$ cat src/rtl/mode_sequencer.sv
// Front-panel mode controller: debounced push-button steps or resets the mode, and the
// selected mode is committed to mode_o only on a vsync rise (or at once when video is lost).
module mode_sequencer #(
    parameter int unsigned NMODES       = 8,
    parameter int unsigned DEFAULT_MODE = 0,
    parameter int unsigned DEBOUNCE_T   = 1000000,
    parameter int unsigned LONG_T       = 148500000,
    parameter int unsigned NOSIG_T      = 4000000
) (
    input  logic       vin_clk_i,
    input  logic       rst_ni,
    input  logic       btn_i,
    input  logic       vin_vs_i,
    output logic [2:0] mode_o,
    output logic       pending_o,
    output logic       nosig_o
);

    localparam int unsigned DbW   = $clog2(DEBOUNCE_T + 1);
    localparam int unsigned HoldW = $clog2(LONG_T);
    localparam int unsigned NsW   = $clog2(NOSIG_T);

    localparam logic [DbW-1:0]   DbLast   = DbW'(DEBOUNCE_T - 1);
    localparam logic [HoldW-1:0] HoldLast = HoldW'(LONG_T - 1);
    localparam logic [NsW-1:0]   NsLast   = NsW'(NOSIG_T - 1);
    localparam logic [2:0]       LastMode = 3'(NMODES - 1);
    localparam logic [2:0]       DefMode  = 3'(DEFAULT_MODE);

    typedef enum logic [1:0] {StIdle, StPressed, StHeld} state_e;

    state_e           state_q, state_d;
    logic [HoldW-1:0] hold_cnt_q, hold_cnt_d;
    logic             btn_meta_q, btn_s_q;
    logic             btn_db_q, btn_db_d;
    logic [DbW-1:0]   db_cnt_q, db_cnt_d;
    logic [2:0]       mode_q, mode_d;
    logic [2:0]       pend_mode_q, pend_mode_d;
    logic             pending_q, pending_d;
    logic             vs_r_q;
    logic [NsW-1:0]   ns_cnt_q, ns_cnt_d;

    logic       req;
    logic [2:0] req_mode;
    logic [2:0] base;
    logic       vs_rise;
    logic       nosig;
    logic       commit;

    // Press FSM: state register
    always_ff @(posedge vin_clk_i or negedge rst_ni) begin
        if (!rst_ni) begin
            state_q    <= StIdle;
            hold_cnt_q <= '0;
        end else begin
            state_q    <= state_d;
            hold_cnt_q <= hold_cnt_d;
        end
    end

    // Press FSM: next state
    always_comb begin
        state_d    = state_q;
        hold_cnt_d = hold_cnt_q;
        unique case (state_q)
            StIdle: begin
                if (btn_db_q) begin
                    state_d    = StPressed;
                    hold_cnt_d = '0;
                end
            end
            StPressed: begin
                if (!btn_db_q) begin
                    state_d = StIdle;
                end else if (hold_cnt_q == HoldLast) begin
                    state_d = StHeld;
                end else begin
                    hold_cnt_d = hold_cnt_q + HoldW'(1);
                end
            end
            StHeld: begin
                if (!btn_db_q) begin
                    state_d = StIdle;
                end
            end
            default: state_d = StIdle;
        endcase
    end

    // Press FSM: outputs (mode requests)
    always_comb begin
        req      = 1'b0;
        req_mode = DefMode;
        base     = pending_q ? pend_mode_q : mode_q;
        if (state_q == StPressed) begin
            if (!btn_db_q) begin
                req      = 1'b1;
                req_mode = (base == LastMode) ? 3'd0 : base + 3'd1;
            end else if (hold_cnt_q == HoldLast) begin
                req      = 1'b1;
                req_mode = DefMode;
            end
        end
    end

    always_comb begin
        vs_rise = vin_vs_i & ~vs_r_q;
        nosig   = (ns_cnt_q == NsLast);
        // With no video there is no frame to protect, so commit without waiting.
        commit  = pending_q & (vs_rise | nosig);

        btn_db_d = btn_db_q;
        db_cnt_d = '0;
        if (btn_s_q != btn_db_q) begin
            if (db_cnt_q == DbLast) begin
                btn_db_d = btn_s_q;
            end else begin
                db_cnt_d = db_cnt_q + DbW'(1);
            end
        end

        // A simultaneous request wins over clearing pending; the commit still takes the old value.
        mode_d      = commit ? pend_mode_q : mode_q;
        pend_mode_d = req ? req_mode : pend_mode_q;
        pending_d   = req | (pending_q & ~commit);

        if (vs_rise) begin
            ns_cnt_d = '0;
        end else if (!nosig) begin
            ns_cnt_d = ns_cnt_q + NsW'(1);
        end else begin
            ns_cnt_d = ns_cnt_q;
        end
    end

    always_ff @(posedge vin_clk_i or negedge rst_ni) begin
        if (!rst_ni) begin
            btn_meta_q  <= 1'b0;
            btn_s_q     <= 1'b0;
            btn_db_q    <= 1'b0;
            db_cnt_q    <= '0;
            mode_q      <= DefMode;
            pend_mode_q <= DefMode;
            pending_q   <= 1'b0;
            vs_r_q      <= 1'b0;
            ns_cnt_q    <= '0;
        end else begin
            btn_meta_q  <= btn_i;
            btn_s_q     <= btn_meta_q;
            btn_db_q    <= btn_db_d;
            db_cnt_q    <= db_cnt_d;
            mode_q      <= mode_d;
            pend_mode_q <= pend_mode_d;
            pending_q   <= pending_d;
            vs_r_q      <= vin_vs_i;
            ns_cnt_q    <= ns_cnt_d;
        end
    end

    assign mode_o    = mode_q;
    assign pending_o = pending_q;
    assign nosig_o   = nosig;

endmodule

$ cat config.mk
export PLATFORM = sky130hd
export DESIGN_NAME = mode_sequencer
export DESIGN_NICKNAME = d
export VERILOG_FILES = /design/src/rtl/mode_sequencer.sv
export SDC_FILE = /design/constraint.sdc
export NUM_CORES = 1
export LEC_CHECK = 0
export CORE_ASPECT_RATIO = 0.5
export CORE_MARGIN = 5
export CORE_UTILIZATION = 47
export DETAILED_ROUTE_END_ITERATION = 8
export SLEW_MARGIN = 20
export SYNTH_ARGS = -nofsm -noshare
export SYNTH_HDL_FRONTEND = slang
export SYNTH_SLANG_ARGS = --single-unit
$ cat constraint.sdc
create_clock -name vin_clk_i -period 3.4 [get_ports vin_clk_i]
set_clock_uncertainty 0.05 [all_clocks]
set_input_delay 0.85 -clock vin_clk_i [delete_from_list [all_inputs] [get_ports vin_clk_i]]
set_output_delay 0.85 -clock vin_clk_i [all_outputs]
set_load 0.05 [all_outputs]
==> metrics.md <==
| Metric | Value |
|---|---|
| Postcts setup bufs | 0 |
| Asr flop ratio synth | between 90% and 100% |
| Logic pwr share | ~3.1% |
| Grt met3 use | under 10% |
| RSZ-0062 raised after global routing | false |
| Share of the synthesized area in the top cell type | roughly half |
| Number of global-route vias before repair | between 3k and 4k |
| Max clock buf depth | 2 |
| Final Setup Violations | 0 |
| DRC viols | 0 |
| Layout net count | roughly 470 |
| Clock buffer count from CTS | 9 |
| Core area | 8798 µm² |
| Largest net degree at the start of global routing | between 80 and 90 |
| Drt total wl | between 9000 and 10000 µm |
| Max incr delay on CP | approximately 560 ps |
| # H-tree levels | 3 |
| Initial Util | approximately 49% |
| F_max | 0.3628 GHz |
| Final Max Slew Viols | 0 |
| Cts repair resizes | 0 |
| CP max stage cell | o31ai_2 |
| Layout fillers | 778 |
| Row cnt | 24 |
| Reg power frac | 48.4% |
| Peak supply drop | around 0.26 mV |
| Max FO, Critical Path | 14 |
| Mapped Cells | approximately 450 |
| First-pass GRT wire length | between 15000 and 20000 µm |
| Clk pwr share | between 40% and 50% |
| Post-layout min period | 2756 ps |
| CTS sink cnt | 83 |
| Slew HR | approximately 50% |
| Vias | 3393 |
| Share of cells above drive strength 1 | a little under 7% |
| Hold/Removal Path Class | register to register |
| Syn-to-layout area delta | 11.50% |
| Int Power | approximately 1700 µW |
| Post-synth cell types | 49 |
| Die area | about 11000 µm² |
| Initial drt markers | 388 |
| Initial antenna violation count | 0 |
| GR Overflow Total | 0 |
| Crit path launch type | register |
| Placer congestion estimate | between 0.8 and 0.9 |
| Final Util | a little over half |
| Post-CTS Hold Fix Bufs | 0 |
| Hpwl dp | about 6000 µm |
| Drt pass-1 iters | 5 |
| Setup_tns | 0 ps |
| Worst Path Arrival | 2920 ps |
| Crit. End Element | register |
| Die Span Y | slightly below 80 µm |
| CTS root buffer | clkbuf_16 |
| Die W | around 150 µm |
| N_diodes | 0 |
| Max-cap check violation count | 0 |
| CTS tree | built |
| Post-synth EDFFs | 0 |
| Met2 usage | 28.26% |
| Synth warn | 0 |
| Met1 Resource Use GR | 22.07% |
| Clock Latency Late Sink | roughly 340 ps |
| Vias per cell | 5.870 |
| PwrDens | about 450 nW/µm² |
| I/O Buffers | 8 |
| Mean Syn Cell Area | between 9 and 10 µm² |
| Seq/Total Area, Yosys | 48.34% |
| Biggest area consumer among synthesized cells | dfrtp_1 |
| Synth top cells by count | dfrtp_1, nor2_1, nand3_1, nand2_1 |
| Final period util | about four fifths |
| DRT antenna net count | 0 |
| Top area cells in the synthesized netlist | dfrtp_1, nor2_1, xnor2_1 |
| Worst EP required | between 3000 and 4000 ps |
| Mapped Area | between 4000 and 5000 µm² |
| Top FF cell, synth | dfrtp_1 |
| Psw | around 450 µW |
| I/O pin cnt | 9 |
| Cell with the most instances after synthesis | dfrtp_1 |
| Switching part of the total | 20.93% |
| Least-Margin Pin Slew | ~750 ps |
| DR WL/cell | roughly 16 µm |
| Crit path kind | register to register |
| Hold Vio Cnt, Final | 0 |
| Total GRT Usage | approximately 17% |
| CP cell instances | or4_1 > or4_4 > o31ai_2 > buf_4 > nand2_1 > o311ai_0 |
| Clk slew on worst S/H paths | ~60 ps |
| Status | finished clean |
| Global route hottest layer | met2 |
| Static Leak | ~0.002 µW |
| Syn_nets | around 460 |
| FF+latch count, synth | 83 |
[cell type report]
type	instances	area, µm²	share of cell area (%)
Clock buffer	11	242.7	5.067
Clock inverter	4	75.07	1.567
Inverter	14	52.55	1.097
Multi-Input combinational cell	337	2088	43.59
Sequential cell	83	2077	43.35
Tap cell	117	146.4	3.056
Timing Repair Buffer	12	108.9	2.272
[path summary, 6_finish.rpt]
kind                          startpoint             end  slack (ps)  cells past startpoint
max reg2reg                hold_cnt_q[7]  hold_cnt_q[17]         640                      6
min in group asynchronous         rst_ni    db_cnt_q[11]         490                      1
max in group asynchronous         rst_ni  hold_cnt_q[17]        2280                      1
min                           btn_meta_q         btn_s_q         310                      0
max                        hold_cnt_q[7]  hold_cnt_q[17]         640                      6
min reg2reg                   btn_meta_q         btn_s_q         310                      0
[cells by family (layout without fill, tap and decap cells)]
| family | count (synthesis) | count (layout) | share of synthesized area, % |
|---|---|---|---|
| simple gates | 218 | 218 | 26.50 |
| flops | 83 | 83 | 48.34 |
| buf+inv | 31 | 41 | 3.174 |
| xor+xnor | 35 | 35 | 7.134 |
| mux | 8 | 8 | 2.038 |
| fa+ha+maj | 4 | 4 | 1.165 |
| compound gates | 72 | 72 | 11.65 |
[metal layers]
layer | part of all wire [%] | routed length (µm)
met4 | 1.3 | 119
met3 | 4.1 | 376
met5 | 0 | 0
met1 | 47 | 4291
met2 | 48 | 4338
[power by group through the flow]
stage	clock network, µW	logic (µW)	registers (µW)
floorplan	0	36.4	1050
global placement	0	63.8	1050
detailed placement	0	68.6	1050
CTS	1070	68.4	1030
global route	1100	76.7	1040
finish	1040	66.0	1030
[registers in the layout (all words and copies together) (netlist names)]
signal,flops
vs_r_q,1
pending_o,1
btn_db_q,1
state_q,2
db_cnt_q,20
mode_o,3
btn_meta_q,1
ns_cnt_q,22
btn_s_q,1
pend_mode_q,3
hold_cnt_q,28
[layout by cell type (no fill, tap or decap), types with 4 or more instances in the layout]
| cell type | n |
|---|---|
| a211o_1 | 6 |
| a21oi_1 | 11 |
| a31oi_1 | 10 |
| and3_1 | 16 |
| and4_1 | 5 |
| buf_4 | 5 |
| clkbuf_16 | 9 |
| clkdlybuf4s50_1 | 6 |
| dfrtp_1 | 83 |
| ha_1 | 4 |
| inv_1 | 14 |
| mux2_2 | 6 |
| nand2_1 | 27 |
| nand3_1 | 36 |
| nand4_1 | 23 |
| nor2_1 | 55 |
| nor2b_1 | 6 |
| nor3_1 | 16 |
| nor3b_1 | 4 |
| nor4_1 | 7 |
| o21ai_0 | 20 |
| o311ai_0 | 4 |
| or3_1 | 9 |
| xnor2_1 | 23 |
| xor2_1 | 12 |
[critical path: cells and delay by family (launching register included)]
family / cells / cell delay (ps)
AND/OR/NAND/NOR: 3 / 1170
AO/OA/AOI/OAI: 2 / 660
flip-flops: 1 / 460
buffers and inverters: 1 / 310
[per-stage QoR]
stage	instances	power (µW)	setup WS, ps	instance area (µm²)	hold WS (ps)
6_report	578	2138	644.0	4791	307.9
5_1_grt	578	2217	467.4	4791	316.3
4_1_cts	578	2170	652.6	4787	311.3
3_5_place_dp	563	1120	673.7	4469	298.5
3_3_place_gp	563	1113	768.0	4469	312.1
2_1_floorplan	451	1082	625.5	4297	281.2
Power figures use the tool's default switching activity.
